[src/rtl/ps2_command_tx.sv]
// PS/2 host-to-device command transmitter: inhibits the bus, sends start/8 data/odd
// parity/stop bits on device-generated clock edges, then checks the device ack.
module ps2_command_tx #(
    parameter int INHIBIT_CYCLES = 5000,
    parameter int START_TIMEOUT  = 750000,
    parameter int BIT_TIMEOUT    = 100000
) (
    input  logic       clock,
    input  logic       reset,
    input  logic [7:0] command,
    input  logic       send_command,
    input  logic       ps2_clk_in,
    input  logic       ps2_dat_in,
    output logic       ps2_clk_oe,
    output logic       ps2_dat_oe,
    output logic       busy,
    output logic       command_was_sent,
    output logic       error_timed_out
);
    typedef enum logic [3:0] {
        S_IDLE, S_INHIBIT, S_START, S_WAIT_FIRST, S_SHIFT,
        S_ACK, S_RELEASE, S_DONE, S_ERROR
    } state_t;

    state_t      state_q;
    logic [2:0]  clk_sync_q;   // [1:0] synchronizer, [2] previous synchronized level
    logic [1:0]  dat_sync_q;
    logic [31:0] cnt_q;
    logic [3:0]  edge_q;
    logic [7:0]  cmd_q;
    logic        parity_q;
    logic        clk_oe_q, dat_oe_q, busy_q, sent_q, err_q;
    logic        clk_s, dat_s, fall;

    assign clk_s = clk_sync_q[1];
    assign dat_s = dat_sync_q[1];
    assign fall  = clk_sync_q[2] & ~clk_sync_q[1];

    // Idle bus level is high, so the synchronizers reset to 1 to avoid a phantom edge.
    always_ff @(posedge clock) begin
        if (reset) begin
            clk_sync_q <= 3'b111;
            dat_sync_q <= 2'b11;
        end else begin
            clk_sync_q <= {clk_sync_q[1], clk_sync_q[0], ps2_clk_in};
            dat_sync_q <= {dat_sync_q[0], ps2_dat_in};
        end
    end

    always_ff @(posedge clock) begin
        if (reset) begin
            state_q  <= S_IDLE;
            cnt_q    <= '0;
            edge_q   <= '0;
            cmd_q    <= '0;
            parity_q <= 1'b0;
            clk_oe_q <= 1'b0;
            dat_oe_q <= 1'b0;
            busy_q   <= 1'b0;
            sent_q   <= 1'b0;
            err_q    <= 1'b0;
        end else begin
            sent_q <= 1'b0;
            err_q  <= 1'b0;
            case (state_q)
                S_IDLE: begin
                    if (send_command) begin
                        cmd_q    <= command;
                        parity_q <= ~^command;
                        cnt_q    <= '0;
                        edge_q   <= '0;
                        clk_oe_q <= 1'b1;
                        dat_oe_q <= 1'b0;
                        busy_q   <= 1'b1;
                        state_q  <= S_INHIBIT;
                    end
                end
                S_INHIBIT: begin
                    if (cnt_q == 32'(INHIBIT_CYCLES - 1)) begin
                        cnt_q    <= '0;
                        dat_oe_q <= 1'b1;
                        state_q  <= S_START;
                    end else begin
                        cnt_q <= cnt_q + 32'd1;
                    end
                end
                S_START: begin
                    clk_oe_q <= 1'b0;
                    cnt_q    <= '0;
                    state_q  <= S_WAIT_FIRST;
                end
                S_WAIT_FIRST: begin
                    if (fall) begin
                        dat_oe_q <= ~cmd_q[0];
                        edge_q   <= 4'd1;
                        cnt_q    <= '0;
                        state_q  <= S_SHIFT;
                    end else if (cnt_q == 32'(START_TIMEOUT - 1)) begin
                        dat_oe_q <= 1'b0;
                        err_q    <= 1'b1;
                        state_q  <= S_ERROR;
                    end else begin
                        cnt_q <= cnt_q + 32'd1;
                    end
                end
                S_SHIFT: begin
                    if (fall) begin
                        cnt_q  <= '0;
                        edge_q <= edge_q + 4'd1;
                        // edge_q holds the count of edges already seen, i.e. the next bit index
                        if (edge_q == 4'd8) begin
                            dat_oe_q <= ~parity_q;
                        end else if (edge_q == 4'd9) begin
                            dat_oe_q <= 1'b0;
                            state_q  <= S_ACK;
                        end else begin
                            dat_oe_q <= ~cmd_q[edge_q[2:0]];
                        end
                    end else if (cnt_q == 32'(BIT_TIMEOUT - 1)) begin
                        dat_oe_q <= 1'b0;
                        err_q    <= 1'b1;
                        state_q  <= S_ERROR;
                    end else begin
                        cnt_q <= cnt_q + 32'd1;
                    end
                end
                S_ACK: begin
                    if (fall) begin
                        cnt_q <= '0;
                        if (!dat_s) begin
                            state_q <= S_RELEASE;
                        end else begin
                            err_q   <= 1'b1;
                            state_q <= S_ERROR;
                        end
                    end else if (cnt_q == 32'(BIT_TIMEOUT - 1)) begin
                        err_q   <= 1'b1;
                        state_q <= S_ERROR;
                    end else begin
                        cnt_q <= cnt_q + 32'd1;
                    end
                end
                S_RELEASE: begin
                    if (clk_s && dat_s) begin
                        sent_q  <= 1'b1;
                        state_q <= S_DONE;
                    end else if (fall) begin
                        cnt_q <= '0;
                    end else if (cnt_q == 32'(BIT_TIMEOUT - 1)) begin
                        err_q   <= 1'b1;
                        state_q <= S_ERROR;
                    end else begin
                        cnt_q <= cnt_q + 32'd1;
                    end
                end
                S_DONE, S_ERROR: begin
                    clk_oe_q <= 1'b0;
                    dat_oe_q <= 1'b0;
                    busy_q   <= 1'b0;
                    cnt_q    <= '0;
                    state_q  <= S_IDLE;
                end
                default: begin
                    clk_oe_q <= 1'b0;
                    dat_oe_q <= 1'b0;
                    busy_q   <= 1'b0;
                    state_q  <= S_IDLE;
                end
            endcase
        end
    end

    assign ps2_clk_oe       = clk_oe_q;
    assign ps2_dat_oe       = dat_oe_q;
    assign busy             = busy_q;
    assign command_was_sent = sent_q;
    assign error_timed_out  = err_q;
endmodule

[config.mk]
export PLATFORM = sky130hd
export DESIGN_NAME = ps2_command_tx
export DESIGN_NICKNAME = d
export VERILOG_FILES = /design/src/rtl/ps2_command_tx.sv
export SDC_FILE = /design/constraint.sdc
export NUM_CORES = 1
export LEC_CHECK = 0
export ABC_CLOCK_PERIOD_IN_PS = 2500
export BUFFER_PORTS_ARGS = -buffer_cell sky130_fd_sc_hd__buf_4
export CAP_MARGIN = 0
export CORE_ASPECT_RATIO = 1.25
export CORE_MARGIN = 8
export CORE_UTILIZATION = 45
export CTS_CLUSTER_DIAMETER = 30
export DETAILED_ROUTE_END_ITERATION = 7
export SLEW_MARGIN = 20
export SYNTH_ARGS = -nofsm -noshare
export SYNTH_HDL_FRONTEND = slang
export SYNTH_SLANG_ARGS = --single-unit
export TNS_END_PERCENT = 1
[constraint.sdc]
create_clock -name clock -period 2.5 [get_ports clock]
set_input_delay 0.5 -clock clock [delete_from_list [all_inputs] [get_ports clock]]
set_output_delay 0.5 -clock clock [all_outputs]
set_load 0.01 [all_outputs]
### After elaboration in Yosys (flattened, before gate mapping)

Cells that the tools add are included.

* register bits after elaboration: 59
* bits of input ports: 13
* output and inout port bits: 5
* word-level logic and storage cells: 114

* add/sub/neg operators: 2
* magnitude comparators: 1
* equal/unequal tests: 24
* mux-type cells: 48
* bitwise operators: 9
* reduce and logical (&&, ||, !) cells: 18

Operators by type and width (count)
* $mux 32: 7
* $pmux 32 s6: 1
* $mux 4: 15
* $add 32x1->32 const B: 1
* $eq 32x13->1 const B: 1
* $eq 32x17->1 const B: 1
* $eq 32x20->1 const B: 1
* $pmux 4 s7: 1
* $mux 1: 18
* $ne 3x3->1 const B: 6
* $eq 4x3->1 const B: 4
* $eq 4x4->1 const B: 3
* $pmux 4 s3: 1
* $ne 2x2->1 const B: 5
* $eq 4x2->1 const B: 2
* $not 1->1: 8
* $reduce_and 4->1: 2
* $reduce_xnor 8->1: 1
* $reduce_and 2->1: 3
* $reduce_and 6->1: 1
* $reduce_bool 6->1: 1
* $reduce_or 3->1: 2
* $reduce_or 6->1: 1
* $pmux 1 s5: 1
* 13 further kinds: 15

### Longest topological paths before layout

Gate-level depths: netlist (run 1).

* depth after elaboration: 7
* mapped depth: 9

### Worst setup path before layout (run 1)

Ideal clock, no wire load.

* path kind: reg-to-reg
* from: reg cnt_q[18]
* to: reg cnt_q[16]
* setup time: 137 ps
* arrival: 2457 ps
* path slack: -94 ps
* cell stages (with the launch flop): 9
* buffers on the path: 2
* path through: dfxtp_1 > or4_1 > or4_4 > or3_4 > o21ai_4 > nand2b_1 > buf_4 > buf_6 > o32ai_2

* longest elaborated chain between the ends: 5
* elaborated cells between the ends (all ways): 10

RTL lines
* from (decl): RTL line 28 `logic [31:0] cnt_q;`
* from (signal assigned): RTL line 84 `cnt_q <= cnt_q + 32'd1;`
* from (signal assigned): RTL line 103 `cnt_q <= cnt_q + 32'd1;`
* from (signal assigned): RTL line 124 `cnt_q <= cnt_q + 32'd1;`
* $eq 32x17->1: RTL line 119, 136, 149
* $mux 32 (3 in a row)
* $pmux 32 s6: RTL line 65 `case (state_q)`

Several ways; a longest one is shown, not always the timed one. The select of a mux whose other input is x is not followed.
A chain may end at the register's enable or synchronous reset.

### Worst setup path after layout (run 1)

* from: reg cnt_q[21]
* to: reg cnt_q[8]

Same word-level chain as after synthesis.

==> summary.md, run 1 <==
| Metric | Value |
|---|---|
| Post-route clock skew | 0.00666 ns |
| Core Footprint | 8150 sq um |
| Share of cells above drive strength 1 | 29.9% |
| Maximum clock path buffer count | 2 |
| Sequential power share | 37.4% |
| Element type at the critical path end | flop |
| Remaining number of nets flagged by the antenna check after routing | 0 |
| Largest net degree at the start of global routing | 29 |
| Post-layout utilization of the core | 54.9% |
| Router iterations before antenna repair | 4 |
| Detailed-route wire length | 10.0 mm |
| Number of buffer cells added on primary ports | 17 |
| Remaining routing DRC violations | 0 |
| Synthesized Nets | 454 |
| Leakage power summed over all cells | 1.54 nW |
| Comb power frac | 32.7% |
| Pwr/cell area | 609 nW/um^2 |
| Aggregate global-route resource usage | 17.7% |
| H-tree depth | 3 |
| Crit path capture | cnt_q[8]$_SDFFE_PP0P_ |
| Sw Pwr | 905 uW |
| Final sum of negative setup slack | -0.564 ns |
| Standard-cell rows | 37 |
| Critical Path, Cell by Cell | or4_4 -> or4_4 -> or3_4 -> o21ai_4 -> buf_4 -> a21oi_1 -> o32ai_2 |
| Die outline area | 11500 sq um |
| Count of maximum capacitance violations | 0 |
| Clock Power Share | 29.9% |
| Largest vdd supply drop | 0.364 mV |
| Clock tree from TritonCTS | done |
| Ant diodes | 0 |
| Post-synth EDFFs | 0 |
| Setup repair after global routing missed its margin | yes |
| Post-CTS Hold Buffers | 0 |
| CP max stage delay | 0.54 ns |
| Met3 layer usage reported by global route | 4.35% |
| Failing checks | setup timing |
| Worst slew margin | 50.4% |
| Most common cell on crit path | sky130_fd_sc_hd__or4_4 |
| Synth Register Bits | 59 |
| Minimum clock period | 2.55 ns |
| Routing usage on met2 | 31.3% |
| Proportion of total power due to net switching | 33.2% |
| Number of standard cells in the final layout excluding fillers | 585 |
| Critical path data required time | 2.76 ns |
| Async set-or-reset flop fraction in the synthesized netlist | 0% |
| Die Span X | 97.5 um |
| Starting density of the core | 45.8% |
| Cell chosen for the clock root | sky130_fd_sc_hd__clkbuf_8 |
| Die Y | 118 um |
| Pins Over Slew Limit | 0 |
| Pint | 1.82 mW |
| Later-pin clock latency in the skew report | 0.34 ns |
| Result of the run | complete, but fails checks |
| Met1 Resource Use GR | 18.3% |
| Max FO, Critical Path | 9 |
| Detail-routed net length per standard cell | 17.2 um |
| HPWL reported at the end of detailed placement | 7.32 mm |
| DP Cell Count | 570 |
| Num CTS Buffers | 9 |
| Ys Warns | 0 |
| Antenna violations before repair | 0 |
| Clock-pin slew on the worst setup and hold paths | 0.07 ns |
| Synth Instances | 437 |
| Final setup violation count | 28 |
| Critical path type | reg -> reg |
| Setup slack of the most critical reg-to-reg path | -0.05 ns |
| Final worst-path setup slack | -0.0456 ns |
| Final weighted congestion in routability-driven placement | 0.865 |
| Mapped Avg Cell Area | 8.55 sq um |
| Total count of hold-check failures in the final report | 0 |
| Netlist cell types | 63 |
| Worst-margin pin slew | 0.738 ns |
| Primary flip-flop cell chosen by synthesis mapping | sky130_fd_sc_hd__dfxtp_1 |
| Via count of the first global-routing pass | 3584 |
| Num ports | 18 |
| Vias | 3590 |
| Final Net Count | 501 |
| End of the worst register-to-register path | cnt_q[8]$_SDFFE_PP0P_ |
| Fraction of the yosys area taken by sequential cells | 31.6% |
| Portion of the clock cycle consumed by the worst path in the final layout | 102% |
| GRT Max-Usage Layer | met2 |
| Number of instances on the worst hold path | 2 |
| Sink Count | 59 |
| Post-detailed-route via-to-cell ratio | 6.14 |
| Depth of the worst register-to-register path | 7 |
| Synth Cell Area | 3730 sq um |
| Setup slack at placement | -0.129 ns |
| First-pass GRT wire length | 16.9 mm |
| Synthesis-to-finish area growth | 19.8% |
| Highest Clock Rate | 393 MHz |
| CP startpoint | cnt_q[21]$_SDFFE_PP0P_ |
| Total Power | 2.72 mW |
| Hold WS | 0.337 ns |
| Kind of start point of the critical path | flop |
| Cell type of the slowest stage on the worst timing path | sky130_fd_sc_hd__or4_4 |
| Launch instance of the worst register-to-register path | cnt_q[21]$_SDFFE_PP0P_ |
| Worst min-delay path class | in -> reg |
| WP data arrival | 2.81 ns |
| Global route overflow | 0 |
| Post-route cell area | 4470 sq um |
| Detailed Route Iter0 Violations | 244 |
| DP Area | 4240 sq um |
## how the worst min path moves through the flow
stage / from / to / slack (ns)
global route: ps2_dat_in / dat_sync_q[0]$_SDFF_PP1_ / 0.33
CTS: ps2_dat_in / dat_sync_q[0]$_SDFF_PP1_ / 0.32
detailed placement: clk_sync_q[0]$_SDFF_PP1_ / clk_sync_q[1]$_SDFF_PP1_ / 0.40
global placement: dat_sync_q[0]$_SDFF_PP1_ / dat_sync_q[1]$_SDFF_PP1_ / 0.39
floorplan: clk_sync_q[0]$_SDFF_PP1_ / clk_sync_q[1]$_SDFF_PP1_ / 0.39
finish: ps2_dat_in / dat_sync_q[0]$_SDFF_PP1_ / 0.34
## sequential cells by signal, indices dropped and copies added (netlist names)
name              cells
cnt_q                32
cmd_q                 8
edge_q                4
state_q               4
clk_sync_q            3
dat_sync_q            2
busy                  1
command_was_sent      1
error_timed_out       1
parity_q              1
ps2_clk_oe            1
ps2_dat_oe            1
## cell usage after synthesis, types with 3 or more instances
cell                        n  share of area (%)
sky130_fd_sc_hd__dfxtp_1   59                 32
sky130_fd_sc_hd__nor2_1    32                3.2
sky130_fd_sc_hd__nand2_1   28                2.8
sky130_fd_sc_hd__nand3_1   27                3.6
sky130_fd_sc_hd__inv_1     24                2.4
sky130_fd_sc_hd__a21oi_1   21                2.8
sky130_fd_sc_hd__a21oi_2   21                4.9
sky130_fd_sc_hd__clkbuf_1  17                1.7
sky130_fd_sc_hd__nand4_1   15                2.5
sky130_fd_sc_hd__o32ai_2   15                6.5
sky130_fd_sc_hd__o31ai_1   10                2.0
sky130_fd_sc_hd__or3_1     10                1.7
sky130_fd_sc_hd__o21ai_0    9                1.2
sky130_fd_sc_hd__or2_2      9                1.5
sky130_fd_sc_hd__or4_1      9                1.8
sky130_fd_sc_hd__mux2i_1    8                2.1
sky130_fd_sc_hd__nor3_1     8                1.1
sky130_fd_sc_hd__xnor2_1    8                1.9
sky130_fd_sc_hd__and3_1     6                1.0
sky130_fd_sc_hd__nand2b_1   6                1.0
sky130_fd_sc_hd__a31oi_1    5               0.84
sky130_fd_sc_hd__nor3b_1    5                1.0
sky130_fd_sc_hd__nor4_1     5               0.84
sky130_fd_sc_hd__a21o_1     4               0.80
sky130_fd_sc_hd__and4_1     4               0.94
sky130_fd_sc_hd__buf_6      4                1.2
sky130_fd_sc_hd__ha_1       4                1.3
sky130_fd_sc_hd__nor4bb_1   4                1.1
sky130_fd_sc_hd__o211ai_1   4               0.80
sky130_fd_sc_hd__buf_1      3               0.30
sky130_fd_sc_hd__buf_2      3               0.40
sky130_fd_sc_hd__nand4b_1   3               0.70
sky130_fd_sc_hd__o41ai_1    3               0.70
sky130_fd_sc_hd__or4b_2     3               0.80
## power by group through the flow
stage               Clock [mW]  Combinational, mW  Sequential (mW)
detailed placement           0              0.868             1.04
global route             0.872              0.964             1.02
floorplan                    0              0.607             1.03
global placement             0              0.857             1.04
CTS                      0.841              0.876             1.02
finish                   0.814              0.892             1.02
## layer usage
metal	up-vias	part of all wire, %
li1	1736	-
met1	1746	41
met2	80	51
met3	28	4.3
met4	0	3.6
met5	-	0
## final cells by class
type	instances	area, sq um
Sequential cell	59	1180
Timing Repair Buffer	65	554
Clock buffer	13	169
Tap cell	97	121
Fill cell	756	3670
Multi-Input combinational cell	325	2350
Clock inverter	2	10.0
Inverter	24	90.1
## placed cells by master, fill, tap and decap left out, types with 5 or more instances in the layout
cell,instances
sky130_fd_sc_hd__buf_4,59
sky130_fd_sc_hd__dfxtp_1,58
sky130_fd_sc_hd__nor2_1,32
sky130_fd_sc_hd__nand2_1,28
sky130_fd_sc_hd__nand3_1,27
sky130_fd_sc_hd__inv_1,24
sky130_fd_sc_hd__a21oi_2,22
sky130_fd_sc_hd__a21oi_1,20
sky130_fd_sc_hd__nand4_1,15
sky130_fd_sc_hd__o32ai_2,15
sky130_fd_sc_hd__clkbuf_8,12
sky130_fd_sc_hd__o31ai_1,10
sky130_fd_sc_hd__or3_1,10
sky130_fd_sc_hd__o21ai_0,9
sky130_fd_sc_hd__or2_2,9
sky130_fd_sc_hd__mux2i_1,8
sky130_fd_sc_hd__or4_1,8
sky130_fd_sc_hd__xnor2_1,8
sky130_fd_sc_hd__nor3_1,7
sky130_fd_sc_hd__and3_1,6
sky130_fd_sc_hd__nand2b_1,5
sky130_fd_sc_hd__nor4_1,5
sky130_fd_sc_hd__a31oi_1,5
sky130_fd_sc_hd__buf_12,5
## critical path: cells and delay by family, from the launching register on
family,cells,cell delay (ns)
DFF,1,0.31
and+or+nand+nor,3,1.44
buffers and inverters,1,0.24
AOI/OAI and AO/OA,3,0.47
## repair_timing
action / CTS / global route
endpoints found under the hold margin: 0 / 0
setup endpoints to repair: 29 / 36
pin swaps: 0 / 2
setup buffers: 0 / 0
gates resized for setup: 4 / 8
## logic make-up after synthesis
| logic type | count (synthesis) | synth area share (%) |
|---|---|---|
| XOR/XNOR | 10 | 2.35 |
| adder cells (fa/ha/maj) | 4 | 1.34 |
| buffers and inverters | 53 | 6.63 |
| multiplexers | 10 | 3.35 |
| flip-flops | 59 | 31.6 |
| AO/OA/AOI/OAI | 113 | 25.9 |
| AND/OR/NAND/NOR | 188 | 28.8 |
Power figures use the tool's default switching activity.
==> inputs of run 2 (changes only) <==
ABC_CLOCK_PERIOD_IN_PS = 2090   (was 2500)
clock period = 2.09 ns   (was 2.5 ns; I/O delays follow)
==> summary.md, run 2 (same netlist as run 1, synthesis figures left out) <==
| Metric | Value |
|---|---|
| CP startpoint | cnt_q[21]$_SDFFE_PP0P_ |
| Setup repair after global routing missed its margin | yes |
| Number of standard cells in the final layout excluding fillers | 637 |
| Flip-flop count of the largest register after layout | 32 |
| Synthesis-to-finish area growth | 30.8% |
| CP max stage delay | 0.54 ns |
| Max FO, Critical Path | 19 |
| Total of fill cells in the finished design | 747 |
| Leakage power summed over all cells | 1.80 nW |
| Sink Count | 59 |
| Failing checks | setup timing |
| Antenna violations before repair | 0 |
| Worst-margin pin slew | 0.628 ns |
| Worst Hold Launch | ps2_clk_in |
| Worst slew margin | 58.1% |
| Num ports | 18 |
| Minimum clock period | 2.53 ns |
| Largest net degree at the start of global routing | 25 |
| First-pass GRT wire length | 17.3 mm |
| DP Area | 4610 sq um |
| Element type at the critical path end | flop |
| Post-route cell area | 4890 sq um |
| Final setup violation count | 38 |
| Critical Path, Cell by Cell | or4_4 -> or4_4 -> or3_4 -> o21ai_4 -> buf_8 -> o21ai_4 -> a21oi_2 |
| Count of maximum capacitance violations | 0 |
| Cell type of the slowest stage on the worst timing path | sky130_fd_sc_hd__or4_4 |
| Worst min-delay path class | in -> reg |
| Aggregate global-route resource usage | 18.2% |
| Die outline area | 11500 sq um |
| Detailed Route Iter0 Violations | 168 |
| Setup slack at placement | -0.529 ns |
| Critical path type | reg -> reg |
| Number of instances on the worst hold path | 2 |
| Standard-cell rows | 37 |
| Post-route clock skew | 0.00686 ns |
| Kind of start point of the critical path | flop |
| Final weighted congestion in routability-driven placement | 0.873 |
| Most frequent standard cell in the layout excluding fill and tap cells | sky130_fd_sc_hd__buf_4 |
| Highest Clock Rate | 396 MHz |
| Via count of the first global-routing pass | 3765 |
| Result of the run | complete, but fails checks |
| End point of the most critical hold path | clk_sync_q[0]$_SDFF_PP1_ |
| End of the worst register-to-register path | cnt_q[20]$_SDFFE_PP0P_ |
| Total count of hold-check failures in the final report | 0 |
| Final Net Count | 552 |
| Most frequent cells in the layout | sky130_fd_sc_hd__buf_4, sky130_fd_sc_hd__dfxtp_1, sky130_fd_sc_hd__nor2_1 |
| Later-pin clock latency in the skew report | 0.35 ns |
| Final worst-path setup slack | -0.438 ns |
| Clock Power Share | 35.1% |
| Depth of the worst register-to-register path | 7 |
| Registers with the most flip-flops | cnt_q: 32 flops, cmd_q: 8 flops |
| Largest vdd supply drop | 0.458 mV |
| Sw Pwr | 1.15 mW |
| Sequential power share | 33.0% |
| Setup slack of the most critical reg-to-reg path | -0.44 ns |
| Clock-pin slew on the worst setup and hold paths | 0.07 ns |
| Remaining number of nets flagged by the antenna check after routing | 0 |
| Number of buffer cells added on primary ports | 17 |
| Sequential cell area | 1180 sq um |
| Post-detailed-route via-to-cell ratio | 5.90 |
| Maximum clock path buffer count | 2 |
| Comb power frac | 31.9% |
| Pwr/cell area | 752 nW/um^2 |
| Die Span X | 97.5 um |
| Cell chosen for the clock root | sky130_fd_sc_hd__clkbuf_8 |
| Num CTS Buffers | 9 |
| DP Cell Count | 621 |
| Core Footprint | 8150 sq um |
| Vias | 3757 |
| Pins Over Slew Limit | 0 |
| Share of cells above drive strength 1 | 35.9% |
| Starting density of the core | 45.8% |
| Multi-input gate area | 2330 sq um |
| Router iterations before antenna repair | 4 |
| Detailed-route wire length | 10.5 mm |
| Global route overflow | 0 |
| Detail-routed net length per standard cell | 16.5 um |
| Critical path data required time | 2.37 ns |
| Launch instance of the worst register-to-register path | cnt_q[21]$_SDFFE_PP0P_ |
| WP data arrival | 2.81 ns |
| Clock tree from TritonCTS | done |
| HPWL reported at the end of detailed placement | 7.91 mm |
| H-tree depth | 3 |
| Pint | 2.53 mW |
| Portion of the clock cycle consumed by the worst path in the final layout | 121% |
| Remaining routing DRC violations | 0 |
| Proportion of total power due to net switching | 31.2% |
| Most flops, register | cnt_q |
| Total Power | 3.67 mW |
| Post-CTS Hold Buffers | 0 |
| Ant diodes | 0 |
| Die Y | 118 um |
==> run 2: cell count changes in the layout (fill, tap and decap cells not counted), moves of 2 or more <==
cell                         delta
sky130_fd_sc_hd__clkbuf_8       -3
sky130_fd_sc_hd__buf_4         +51
sky130_fd_sc_hd__bufinv_16      +3
sky130_fd_sc_hd__clkinv_2       -2
sky130_fd_sc_hd__buf_12         -2
sky130_fd_sc_hd__clkinvlp_4     +2
==> run 2: area by class of cell <==
type	instances	area share, %
multi-input cells	325	47.6
flip-flops and latches	59	24.2
repair buffers	116	18.9
clock buffers	10	2.61
well taps	97	2.48
clock inverters	6	2.33
inverters	24	1.84
==> run 2: repair_timing <==
action | in CTS | in global routing
buffers inserted | 0 | 0
pin swaps | 2 | 1
setup endpoints to repair | 38 | 39
gates resized for setup | 5 | 3
==> run 2: how the worst max path moves through the flow <==
stage                             endpoint  slack, ns  cells after the start
floorplan           cnt_q[16]$_SDFFE_PP0P_      -0.43                      8
global placement    cnt_q[20]$_SDFFE_PP0P_      -0.46                      7
detailed placement  cnt_q[17]$_SDFFE_PP0P_      -0.53                      7
CTS                 cnt_q[24]$_SDFFE_PP0P_      -0.43                      7
global route        cnt_q[19]$_SDFFE_PP0P_      -0.52                      7
finish              cnt_q[20]$_SDFFE_PP0P_      -0.44                      7
==> run 2: power by group through the flow <==
| stage | clock network [mW] | logic (mW) | registers [mW] |
|---|---|---|---|
| final | 1.29 | 1.17 | 1.21 |
| after global routing | 1.36 | 1.26 | 1.22 |
| after CTS | 1.33 | 1.17 | 1.21 |
| after detailed placement | 0 | 1.15 | 1.24 |
| after global placement | 0 | 1.14 | 1.24 |
| after floorplan | 0 | 0.726 | 1.23 |
==> run 2: per-stage QoR <==
stage          utilization (%)  TNS [ns]  hold WS (ns)
2_1_floorplan                -    -12.43         0.389
3_3_place_gp              56.6    -13.45         0.390
3_5_place_dp              56.6    -15.59         0.395
4_1_cts                   59.9    -13.47         0.221
5_1_grt                   60.0    -16.98         0.223
6_report                  60.0    -13.77         0.243
==> run 2: critical path: cells and delay by family, from the launching register on <==
family / cells / cell delay, ns
AOI/OAI and AO/OA: 3 / 0.51
buffers and inverters: 1 / 0.21
DFF: 1 / 0.31
and+or+nand+nor: 3 / 1.43
==> run 2: layer usage <==
metal	vias up	track usage, %	wire, um
li1	1839	-	-
met4	0	9.50	319
met1	1808	18.7	4260
met5	-	0	0
met2	84	32.9	5520
met3	26	4.58	408
